===== src/rtl/board_pkg.sv =====
// Shared definitions for the Gomoku display path: cell status codes,
// game outcome codes and the renderer's state encoding.
package board_pkg;

    // Width of one board cell's status field.
    localparam int STATUS_W = 2;

    // Per-cell status as delivered by the game core.
    typedef enum logic [STATUS_W-1:0] {
        CHESS_NONE  = 2'd0,
        CHESS_BLACK = 2'd1,
        CHESS_BLUE  = 2'd2,
        CHESS_WIN   = 2'd3
    } chess_e;

    // Game outcome as delivered by the game core.
    typedef enum logic [1:0] {
        WIN_GAMING = 2'b00,
        WIN_EQUAL  = 2'b01,
        WIN_BLACK  = 2'b10,
        WIN_BLUE   = 2'b11
    } win_e;

    // Frame renderer sequencing.
    typedef enum logic [2:0] {
        ST_IDLE,
        ST_CLEAR,
        ST_SCAN,
        ST_FILL,
        ST_PTR,
        ST_DONE
    } render_state_e;

endpackage


===== src/rtl/board_renderer_rect_filler.sv =====
// Rectangle pixel walker: emits one registered pixel write per clock in
// raster order over a w x h rectangle at (x0, y0). In outline mode only the
// border pixels carry a write strobe, but every pixel still costs a cycle.
// The first pixel is emitted on the same edge that samples start_i.
module rect_filler
    import board_pkg::*;
#(
    parameter int SCR_W      = 128,
    parameter int ADDR_BITS  = 14,
    parameter int COLOR_BITS = 3,
    parameter int XW         = 7,
    parameter int YW         = 7,
    parameter int DW         = 8
) (
    input  logic                  Clck,
    input  logic                  Reset,
    input  logic [XW-1:0]         x0_i,
    input  logic [YW-1:0]         y0_i,
    input  logic [DW-1:0]         w_i,
    input  logic [DW-1:0]         h_i,
    input  logic [COLOR_BITS-1:0] color_i,
    input  logic                  outline_only_i,
    input  logic                  start_i,
    output logic [ADDR_BITS-1:0]  address_o,
    output logic [COLOR_BITS-1:0] color_o,
    output logic                  print_enable_o,
    output logic                  done_o
);

    logic                  busy_q, busy_d;
    logic [XW-1:0]         x0_q, x0_d;
    logic [YW-1:0]         y0_q, y0_d;
    logic [DW-1:0]         w_q, w_d;
    logic [DW-1:0]         h_q, h_d;
    logic [COLOR_BITS-1:0] fill_color_q, fill_color_d;
    logic                  outline_q, outline_d;
    logic [DW-1:0]         cx_q, cx_d;
    logic [DW-1:0]         cy_q, cy_d;
    logic [ADDR_BITS-1:0]  address_q, address_d;
    logic [COLOR_BITS-1:0] color_q, color_d;
    logic                  pe_q, pe_d;
    logic                  done_q, done_d;

    // Pixel currently being emitted: latched parameters while busy,
    // live inputs on the starting edge.
    logic [XW-1:0]         sel_x0;
    logic [YW-1:0]         sel_y0;
    logic [DW-1:0]         sel_w, sel_h, sel_cx, sel_cy;
    logic [COLOR_BITS-1:0] sel_color;
    logic                  sel_outline;
    logic                  last_col, last_row, on_border;

    // Next-state: emit the selected pixel and advance the raster counters.
    always_comb begin
        // NOTE: every variable gets a default before any branch so no path
        // leaves one unassigned, which would otherwise infer a latch.
        busy_d       = busy_q;
        x0_d         = x0_q;
        y0_d         = y0_q;
        w_d          = w_q;
        h_d          = h_q;
        fill_color_d = fill_color_q;
        outline_d    = outline_q;
        cx_d         = cx_q;
        cy_d         = cy_q;
        address_d    = address_q;
        color_d      = color_q;
        pe_d         = 1'b0;
        done_d       = 1'b0;

        sel_x0      = busy_q ? x0_q         : x0_i;
        sel_y0      = busy_q ? y0_q         : y0_i;
        sel_w       = busy_q ? w_q          : w_i;
        sel_h       = busy_q ? h_q          : h_i;
        sel_color   = busy_q ? fill_color_q : color_i;
        sel_outline = busy_q ? outline_q    : outline_only_i;
        sel_cx      = busy_q ? cx_q         : '0;
        sel_cy      = busy_q ? cy_q         : '0;

        last_col  = (sel_cx == sel_w - DW'(1));
        last_row  = (sel_cy == sel_h - DW'(1));
        on_border = (sel_cx == '0) || last_col || (sel_cy == '0) || last_row;

        if (busy_q || start_i) begin
            x0_d         = sel_x0;
            y0_d         = sel_y0;
            w_d          = sel_w;
            h_d          = sel_h;
            fill_color_d = sel_color;
            outline_d    = sel_outline;
            address_d    = (ADDR_BITS'(sel_y0) + ADDR_BITS'(sel_cy)) * ADDR_BITS'(SCR_W)
                         + ADDR_BITS'(sel_x0) + ADDR_BITS'(sel_cx);
            color_d      = sel_color;
            pe_d         = !sel_outline || on_border;
            if (last_col) begin
                cx_d = '0;
                if (last_row) begin
                    cy_d   = '0;
                    busy_d = 1'b0;
                    done_d = 1'b1;
                end else begin
                    cy_d   = sel_cy + DW'(1);
                    busy_d = 1'b1;
                end
            end else begin
                cx_d   = sel_cx + DW'(1);
                cy_d   = sel_cy;
                busy_d = 1'b1;
            end
        end
    end

    // Control and output registers, cleared by the synchronous reset.
    always_ff @(posedge Clck) begin
        // NOTE: state registers use non-blocking assignments so every flop
        // samples the pre-edge value regardless of statement order.
        if (!Reset) begin
            busy_q    <= 1'b0;
            address_q <= '0;
            color_q   <= '0;
            pe_q      <= 1'b0;
            done_q    <= 1'b0;
        end else begin
            busy_q    <= busy_d;
            address_q <= address_d;
            color_q   <= color_d;
            pe_q      <= pe_d;
            done_q    <= done_d;
        end
    end

    // Rectangle parameters and counters, reloaded on every start.
    always_ff @(posedge Clck) begin
        x0_q         <= x0_d;
        y0_q         <= y0_d;
        w_q          <= w_d;
        h_q          <= h_d;
        fill_color_q <= fill_color_d;
        outline_q    <= outline_d;
        cx_q         <= cx_d;
        cy_q         <= cy_d;
    end

    assign address_o      = address_q;
    assign color_o        = color_q;
    assign print_enable_o = pe_q;
    assign done_o         = done_q;

endmodule


===== src/rtl/board_renderer.sv =====
// Gomoku frame renderer: turns a snapshot of board, outcome and pointer
// into per-pixel video memory writes, one pixel per clock. Supports a full
// clear-and-redraw or an incremental redraw against a shadow of the last
// rendered frame, and draws the pointer as a cell outline.
module board_renderer
    import board_pkg::*;
#(
    parameter int                    BOARD_W     = 16,
    parameter int                    BOARD_H     = 16,
    parameter int                    CELL_PX_W   = 8,
    parameter int                    CELL_PX_H   = 8,
    parameter int                    COLOR_BITS  = 3,
    parameter int                    ADDR_BITS   = 14,
    parameter logic [COLOR_BITS-1:0] BG_COLOR    = 3'b000,
    parameter logic [COLOR_BITS-1:0] BLACK_COLOR = 3'b010,
    parameter logic [COLOR_BITS-1:0] BLUE_COLOR  = 3'b001,
    parameter logic [COLOR_BITS-1:0] WIN_COLOR   = 3'b110,
    parameter logic [COLOR_BITS-1:0] PTR_COLOR   = 3'b111
) (
    input  logic                                 Clck,
    input  logic                                 Reset,
    input  logic                                 in_cont_signal,
    output logic                                 out_cont_signal,
    input  logic                                 next_out_cont_signal,
    input  logic                                 full_redraw,
    input  logic [STATUS_W*BOARD_W*BOARD_H-1:0]  board,
    input  logic [1:0]                           winning_information,
    input  logic [$clog2(BOARD_W)-1:0]           pointer_loc_x,
    input  logic [$clog2(BOARD_H)-1:0]           pointer_loc_y,
    output logic [ADDR_BITS-1:0]                 address,
    output logic [COLOR_BITS-1:0]                color,
    output logic                                 print_enable
);

    localparam int SCR_W      = BOARD_W * CELL_PX_W;
    localparam int SCR_H      = BOARD_H * CELL_PX_H;
    localparam int XW         = $clog2(BOARD_W);
    localparam int YW         = $clog2(BOARD_H);
    localparam int PXW        = $clog2(SCR_W);
    localparam int PYW        = $clog2(SCR_H);
    localparam int DW         = $clog2(((SCR_W > SCR_H) ? SCR_W : SCR_H) + 1);
    localparam int CELLS      = BOARD_W * BOARD_H;
    localparam int BOARD_BITS = STATUS_W * CELLS;
    localparam int CIW        = $clog2(CELLS);
    localparam int BIW        = $clog2(BOARD_BITS);

    // Sequencing and frame-persistent state.
    render_state_e         state_q, state_d;
    logic                  out_cont_q, out_cont_d;
    logic                  first_q, first_d;
    logic [BOARD_BITS-1:0] shadow_q, shadow_d;
    logic [XW-1:0]         prev_ptr_x_q, prev_ptr_x_d;
    logic [YW-1:0]         prev_ptr_y_q, prev_ptr_y_d;
    logic                  f_start_q, f_start_d;

    // Per-frame snapshot, scan position and filler request parameters.
    logic [BOARD_BITS-1:0] snap_board_q, snap_board_d;
    win_e                  snap_win_q, snap_win_d;
    logic [XW-1:0]         snap_ptr_x_q, snap_ptr_x_d;
    logic [YW-1:0]         snap_ptr_y_q, snap_ptr_y_d;
    logic                  eff_full_q, eff_full_d;
    logic [XW-1:0]         cell_x_q, cell_x_d;
    logic [YW-1:0]         cell_y_q, cell_y_d;
    logic [PXW-1:0]        f_x0_q, f_x0_d;
    logic [PYW-1:0]        f_y0_q, f_y0_d;
    logic [DW-1:0]         f_w_q, f_w_d;
    logic [DW-1:0]         f_h_q, f_h_d;
    logic [COLOR_BITS-1:0] f_color_q, f_color_d;
    logic                  f_outline_q, f_outline_d;

    // Scan-time decode of the current cell.
    logic [CIW-1:0]        cell_idx;
    logic [BIW-1:0]        bit_idx;
    chess_e                cur_status, old_status;
    logic                  is_prev_ptr, draw_cell, last_cell, win_decided;
    logic [XW-1:0]         ptr_x_clamped;
    logic [YW-1:0]         ptr_y_clamped;
    logic                  f_done;

    // Off-board pointer coordinates are pinned to the last column/row.
    if ((1 << XW) > BOARD_W) begin : g_clamp_x
        assign ptr_x_clamped = (pointer_loc_x > XW'(BOARD_W - 1)) ? XW'(BOARD_W - 1) : pointer_loc_x;
    end else begin : g_pass_x
        assign ptr_x_clamped = pointer_loc_x;
    end
    if ((1 << YW) > BOARD_H) begin : g_clamp_y
        assign ptr_y_clamped = (pointer_loc_y > YW'(BOARD_H - 1)) ? YW'(BOARD_H - 1) : pointer_loc_y;
    end else begin : g_pass_y
        assign ptr_y_clamped = pointer_loc_y;
    end

    // A win-status cell is only highlighted once a player has actually won.
    function automatic logic [COLOR_BITS-1:0] status_color(input chess_e s, input logic won);
        case (s)
            CHESS_BLACK: status_color = BLACK_COLOR;
            CHESS_BLUE:  status_color = BLUE_COLOR;
            CHESS_WIN:   status_color = won ? WIN_COLOR : BG_COLOR;
            default:     status_color = BG_COLOR;
        endcase
    endfunction

    // Next-state: frame sequencing, scan decisions and filler requests.
    always_comb begin
        state_d      = state_q;
        out_cont_d   = out_cont_q;
        first_d      = first_q;
        shadow_d     = shadow_q;
        prev_ptr_x_d = prev_ptr_x_q;
        prev_ptr_y_d = prev_ptr_y_q;
        f_start_d    = 1'b0;
        snap_board_d = snap_board_q;
        snap_win_d   = snap_win_q;
        snap_ptr_x_d = snap_ptr_x_q;
        snap_ptr_y_d = snap_ptr_y_q;
        eff_full_d   = eff_full_q;
        cell_x_d     = cell_x_q;
        cell_y_d     = cell_y_q;
        f_x0_d       = f_x0_q;
        f_y0_d       = f_y0_q;
        f_w_d        = f_w_q;
        f_h_d        = f_h_q;
        f_color_d    = f_color_q;
        f_outline_d  = f_outline_q;

        cell_idx    = CIW'(cell_y_q) * CIW'(BOARD_W) + CIW'(cell_x_q);
        bit_idx     = BIW'(cell_idx) * BIW'(STATUS_W);
        cur_status  = chess_e'(snap_board_q[bit_idx +: STATUS_W]);
        old_status  = chess_e'(shadow_q[bit_idx +: STATUS_W]);
        win_decided = (snap_win_q == WIN_BLACK) || (snap_win_q == WIN_BLUE);
        is_prev_ptr = (cell_x_q == prev_ptr_x_q) && (cell_y_q == prev_ptr_y_q);
        last_cell   = (cell_x_q == XW'(BOARD_W - 1)) && (cell_y_q == YW'(BOARD_H - 1));
        draw_cell   = eff_full_q ? (cur_status != CHESS_NONE)
                                 : ((cur_status != old_status) || is_prev_ptr);

        case (state_q)
            ST_IDLE: begin
                if (in_cont_signal && !out_cont_q) begin
                    snap_board_d = board;
                    snap_win_d   = win_e'(winning_information);
                    snap_ptr_x_d = ptr_x_clamped;
                    snap_ptr_y_d = ptr_y_clamped;
                    eff_full_d   = full_redraw || first_q;
                    cell_x_d     = '0;
                    cell_y_d     = '0;
                    if (full_redraw || first_q) begin
                        state_d     = ST_CLEAR;
                        f_start_d   = 1'b1;
                        f_x0_d      = '0;
                        f_y0_d      = '0;
                        f_w_d       = DW'(SCR_W);
                        f_h_d       = DW'(SCR_H);
                        f_color_d   = BG_COLOR;
                        f_outline_d = 1'b0;
                    end else begin
                        state_d = ST_SCAN;
                    end
                end
            end
            ST_CLEAR: begin
                if (f_done) begin
                    state_d = ST_SCAN;
                end
            end
            ST_SCAN: begin
                if (draw_cell) begin
                    state_d     = ST_FILL;
                    f_start_d   = 1'b1;
                    f_x0_d      = PXW'(cell_x_q) * PXW'(CELL_PX_W);
                    f_y0_d      = PYW'(cell_y_q) * PYW'(CELL_PX_H);
                    f_w_d       = DW'(CELL_PX_W);
                    f_h_d       = DW'(CELL_PX_H);
                    f_color_d   = status_color(cur_status, win_decided);
                    f_outline_d = 1'b0;
                end else if (last_cell) begin
                    state_d     = ST_PTR;
                    f_start_d   = 1'b1;
                    f_x0_d      = PXW'(snap_ptr_x_q) * PXW'(CELL_PX_W);
                    f_y0_d      = PYW'(snap_ptr_y_q) * PYW'(CELL_PX_H);
                    f_w_d       = DW'(CELL_PX_W);
                    f_h_d       = DW'(CELL_PX_H);
                    f_color_d   = PTR_COLOR;
                    f_outline_d = 1'b1;
                end else if (cell_x_q == XW'(BOARD_W - 1)) begin
                    cell_x_d = '0;
                    cell_y_d = cell_y_q + YW'(1);
                end else begin
                    cell_x_d = cell_x_q + XW'(1);
                end
            end
            ST_FILL: begin
                if (f_done) begin
                    if (last_cell) begin
                        state_d     = ST_PTR;
                        f_start_d   = 1'b1;
                        f_x0_d      = PXW'(snap_ptr_x_q) * PXW'(CELL_PX_W);
                        f_y0_d      = PYW'(snap_ptr_y_q) * PYW'(CELL_PX_H);
                        f_w_d       = DW'(CELL_PX_W);
                        f_h_d       = DW'(CELL_PX_H);
                        f_color_d   = PTR_COLOR;
                        f_outline_d = 1'b1;
                    end else begin
                        state_d = ST_SCAN;
                        if (cell_x_q == XW'(BOARD_W - 1)) begin
                            cell_x_d = '0;
                            cell_y_d = cell_y_q + YW'(1);
                        end else begin
                            cell_x_d = cell_x_q + XW'(1);
                        end
                    end
                end
            end
            ST_PTR: begin
                if (f_done) begin
                    state_d      = ST_DONE;
                    out_cont_d   = 1'b1;
                    shadow_d     = snap_board_q;
                    prev_ptr_x_d = snap_ptr_x_q;
                    prev_ptr_y_d = snap_ptr_y_q;
                    first_d      = 1'b0;
                end
            end
            ST_DONE: begin
                if (next_out_cont_signal) begin
                    out_cont_d = 1'b0;
                    state_d    = ST_IDLE;
                end
            end
            default: state_d = ST_IDLE;
        endcase
    end

    // Control state, shadow board and previous pointer, cleared on reset.
    always_ff @(posedge Clck) begin
        // NOTE: the shadow board is reset so it matches a blank screen; the
        // snapshot and scan registers below are not, since each frame start
        // loads them before anything reads them.
        if (!Reset) begin
            state_q      <= ST_IDLE;
            out_cont_q   <= 1'b0;
            first_q      <= 1'b1;
            shadow_q     <= '0;
            prev_ptr_x_q <= '0;
            prev_ptr_y_q <= '0;
            f_start_q    <= 1'b0;
        end else begin
            state_q      <= state_d;
            out_cont_q   <= out_cont_d;
            first_q      <= first_d;
            shadow_q     <= shadow_d;
            prev_ptr_x_q <= prev_ptr_x_d;
            prev_ptr_y_q <= prev_ptr_y_d;
            f_start_q    <= f_start_d;
        end
    end

    // Frame snapshot, scan position and filler request parameters.
    always_ff @(posedge Clck) begin
        snap_board_q <= snap_board_d;
        snap_win_q   <= snap_win_d;
        snap_ptr_x_q <= snap_ptr_x_d;
        snap_ptr_y_q <= snap_ptr_y_d;
        eff_full_q   <= eff_full_d;
        cell_x_q     <= cell_x_d;
        cell_y_q     <= cell_y_d;
        f_x0_q       <= f_x0_d;
        f_y0_q       <= f_y0_d;
        f_w_q        <= f_w_d;
        f_h_q        <= f_h_d;
        f_color_q    <= f_color_d;
        f_outline_q  <= f_outline_d;
    end

    rect_filler #(
        .SCR_W      (SCR_W),
        .ADDR_BITS  (ADDR_BITS),
        .COLOR_BITS (COLOR_BITS),
        .XW         (PXW),
        .YW         (PYW),
        .DW         (DW)
    ) u_filler (
        .Clck           (Clck),
        .Reset          (Reset),
        .x0_i           (f_x0_q),
        .y0_i           (f_y0_q),
        .w_i            (f_w_q),
        .h_i            (f_h_q),
        .color_i        (f_color_q),
        .outline_only_i (f_outline_q),
        .start_i        (f_start_q),
        .address_o      (address),
        .color_o        (color),
        .print_enable_o (print_enable),
        .done_o         (f_done)
    );

    assign out_cont_signal = out_cont_q;

endmodule


===== config.mk =====
export PLATFORM = sky130hd
export DESIGN_NAME = board_renderer
export DESIGN_NICKNAME = d
export VERILOG_FILES = /design/src/rtl/board_pkg.sv /design/src/rtl/board_renderer_rect_filler.sv /design/src/rtl/board_renderer.sv
export SDC_FILE = /design/constraint.sdc
export NUM_CORES = 2
export LEC_CHECK = 0
export ABC_AREA = 1
export BUFFER_PORTS_ARGS = -buffer_cell sky130_fd_sc_hd__buf_2
export CORE_MARGIN = 10
export CORE_UTILIZATION = 45
export DETAILED_ROUTE_END_ITERATION = 10
export GPL_TIMING_DRIVEN = 1
export PLACE_DENSITY = 0.76
export SETUP_SLACK_MARGIN = 0.2
export SKIP_CTS_REPAIR_TIMING = 1
export SYNTH_ARGS = -nofsm -noshare
export SYNTH_HDL_FRONTEND = slang
export SYNTH_SLANG_ARGS = --single-unit

===== constraint.sdc =====
create_clock -name Clck -period 40.8 [get_ports Clck]
set_input_delay 8.16 -clock Clck [delete_from_list [all_inputs] [get_ports Clck]]
set_output_delay 8.16 -clock Clck [all_outputs]
set_load 0.05 [all_outputs]

==> impl_results.md <==
* Total of endpoints with negative setup slack in the final report at 0
* Clock Path Buffers at 3
* Via density at 5.56
* CP arrival at approximately 11 ns
* Critical hold path startpoint: snap_board_q[104]$_DFFE_PP_
* Type of element launching the critical path: primary input
* Final HPWL from detailed placement at 95500 um
* Starting utilization of the core area at 0.452
* Later-pin clock latency in the skew report at around 0.74 ns
* Most frequent cell on the critical path: sky130_fd_sc_hd__buf_4
* Vias post-DR at between 40000 and 50000
* Delay of the slowest critical-path stage at 1.01 ns
* Crit path capture type: flip-flop
* Clock edge transition at the registers on the reported setup and hold paths at approximately 0.060 ns
* Global-route wire length before repair at around 240000 um
* Netlist area before placement at about 50000 um2
* Count of pins on the block boundary at around 550
* Count of buffering cells on the critical path with inverters included at 3
* Switching Power at around 0.0015 W
* Launch point of the worst reg-to-reg path: cell_x_q[0]$_SDFFCE_PP0P_
* Number of hold violations in the final report at 0
* Final design utilization at 0.518
* Status: complete, no violations
* Total routing resource utilization after global routing at 0.237
* Cell class contributing the biggest share of worst-path delay: buffers and inverters
* Gr ovfl total at 0
* Power per cell area at about 70 nW/um2
* Count of antenna-violating nets left after detailed routing at 0
* Maximum number of pins on one net before global-route repair at 260
* Dominant synthesized flop cell: sky130_fd_sc_hd__edfxtp_1
* # rows at ~120
* Area used by multi-input combinational logic at between 15000 and 20000 um2
* Setup repair after global routing missed its margin: false
* Tightest Pin Transition at approximately 1.4 ns
* Number of fillers in the final layout at 9965
* Area used by sequential logic in the layout at 29400 um2
* Logic gate share of total power at 0.326
* Async S/R FF share, synth at 0
* Top library cells by usage in the layout, fill and taps aside: sky130_fd_sc_hd__nand2_1 (1222), sky130_fd_sc_hd__nor2_1 (1107), sky130_fd_sc_hd__nand3_1 (1008)
* Fraction of layout instances using a drive strength above 1 at 0.131
* TritonCTS Sinks at 1160
* Most common library cell in the layout ignoring fill and taps: sky130_fd_sc_hd__nand2_1
* TritonCTS clock tree: yes
* Max_cap viols at 0
* Clock tree skew after final layout at ~0.06 ns
* Via count of the first global-routing pass at 40762
* Post-route setup TNS at 0 ns
* Post-Synthesis Mean Instance Area at 8.58 um2
* Die outline area at between 100000 and 150000 um2
* Post-synth top area cell: sky130_fd_sc_hd__edfxtp_1
* Horiz. Die Dim at around 350 um
* DRC violation total after the first TritonRoute iteration at between 5000 and 6000
* Clock power share at 0.278
* Core Area at 111000 um2
* Crit path time final at about 10 ns
* Final #Nets at 6666
* Final weighted congestion in routability-driven placement at about 0.9
* Count of buffers inserted at the top-level ports at 544
* Initial antenna violation count at 7
* Layout overhead on the synthesized area at 14.5%
* Final period utilization at 0.256
* Share of the synthesized area in the top cell type at 0.369
* Class of the tightest hold or removal check: flip-flop to flip-flop
* Cells after Synth at slightly below 6000
* Yosys cell types at 45
* Static leakage power at around 24 nW
* Highest-delay cell along the critical path: sky130_fd_sc_hd__buf_4
* Die extent in y at 353 um
* Normalized max-slew margin at 0.0744
* Number of H-tree levels at 3
* Final number of max-transition violations at 0
* Seq/Total Area, Yosys at 0.587
* Ordered list of cells on the worst path: buf_8 -> buf_4 -> buf_4 -> o21ai_0 -> nor2_1
* Sw Share at 0.388
* Post-synth EDFFs at about 610
* Power share of the sequential group at 0.397
* Cell Int Power at around 0.0024 W
* Critical setup path kind: primary input to flip-flop
* Average wire length per cell after detail routing at 20.0 um
* Root buffer cell: sky130_fd_sc_hd__clkbuf_16
* Clock buffers created by TritonCTS at 120
* Required arrival time at the worst endpoint at 41.46 ns
* Nets in the synthesized netlist at ~6400
* Largest fanout on the critical path at 140
* Critical path origin: Reset
* Number of warnings printed during yosys synthesis at 0
* Peak VDD IR at 0.0631 mV
* Router iterations before antenna repair at 8
* Maximum clock frequency at roughly 96 MHz
* Synth top area cells: sky130_fd_sc_hd__edfxtp_1 (37%), sky130_fd_sc_hd__dfxtp_1 (22%), sky130_fd_sc_hd__nand3_1 (10%), sky130_fd_sc_hd__nand2_1 (9.2%), sky130_fd_sc_hd__nor2_1 (8.3%)
* DRC violation count after routing at 0
* Number of register bits inferred by synthesis at ~1200
* WL final at between 150000 and 200000 um
worst min-delay path: cells and delay by family (launching register included):
family	cells	cell delay, ns
flip-flops	1	0.35
AND/OR/NAND/NOR	2	0.13
per-layer routing:
metal	global-route usage	wire length, um	vias up
met1	0.309	61600	20140
met4	0.109	7330	8
li1	-	-	20138
met3	0.0471	13700	375
met2	0.378	71900	2196
met5	0	65	-
path summary, 6_finish.rpt:
check	end	slack [ns]	cells past startpoint
setup / recovery	shadow_q[202]$_SDFFE_PN0P_	30.35	5
hold / removal	shadow_q[104]$_SDFFE_PN0P_	0.47	2
setup reg to reg	cell_x_q[2]$_SDFFCE_PP0P_	33.31	20
hold reg to reg	shadow_q[104]$_SDFFE_PN0P_	0.47	2
stage by stage:
step	total power [W]	hold slack [ns]	std cells	setup slack (ns)	cell area, um2
2_1_floorplan	0.00260	0.411	5830	8.49	50000
3_3_place_gp	0.00287	0.421	7481	29.81	53200
5_1_grt	0.00420	0.485	7710	30.18	57200
4_1_cts	0.00400	0.465	7710	30.53	57200
3_5_place_dp	0.00289	0.430	7481	29.76	53200
6_report	0.00400	0.466	7714	30.35	57200
power by group through the flow:
stage / logic, W / registers (W) / clock network (W)
6_report: 0.00130 / 0.00159 / 0.00111
5_1_grt: 0.00142 / 0.00160 / 0.00117
4_1_cts: 0.00130 / 0.00158 / 0.00112
3_5_place_dp: 0.00129 / 0.00160 / 0
3_3_place_gp: 0.00127 / 0.00160 / 0
2_1_floorplan: 0.000864 / 0.00173 / 0
cells in the mapped netlist (29+ instances only):
library cell / n
sky130_fd_sc_hd__nand2_1: 1222
sky130_fd_sc_hd__nor2_1: 1109
sky130_fd_sc_hd__nand3_1: 1008
sky130_fd_sc_hd__edfxtp_1: 614
sky130_fd_sc_hd__o21ai_0: 582
sky130_fd_sc_hd__dfxtp_1: 546
sky130_fd_sc_hd__clkbuf_1: 223
sky130_fd_sc_hd__buf_2: 149
sky130_fd_sc_hd__inv_1: 103
sky130_fd_sc_hd__a21oi_1: 48
sky130_fd_sc_hd__xor2_1: 32
sky130_fd_sc_hd__buf_4: 29
final cells by class:
type                       count  share of cell area
inverter                     113             0.00793
clock inverter                59             0.00984
sequential                  1160               0.513
clock buffer                 170              0.0607
antenna                        4            0.000175
tap                         1488              0.0325
multi-input combinational   4134               0.321
timing repair buffer         586              0.0550
flip-flops by register name, indices dropped and copies added, names as in the netlist, 7 cells and up:
register and count:
f_h_q 8, f_w_q 8, f_x0_q 7, f_y0_q 7
shadow_q 512, snap_board_q 512, u_filler.address_o 14, u_filler.cx_q 8
u_filler.cy_q 8, u_filler.h_q 8, u_filler.w_q 8, u_filler.x0_q 7
u_filler.y0_q 7
cells by family (layout without fill, tap and decap cells):
| family | Yosys count | in the layout | share of synthesized area |
|---|---|---|---|
| buf+inv | 536 | 928 | 0.0461 |
| mux | 1 | 1 | 0.000200 |
| flops | 1160 | 1160 | 0.587 |
| fa+ha+maj | 24 | 24 | 0.00631 |
| other cells | 0 | 4 | 0 |
| compound gates | 665 | 665 | 0.0680 |
| xor+xnor | 45 | 45 | 0.00788 |
| simple gates | 3399 | 3399 | 0.284 |
Note: power is estimated with default switching activity, not from simulation.
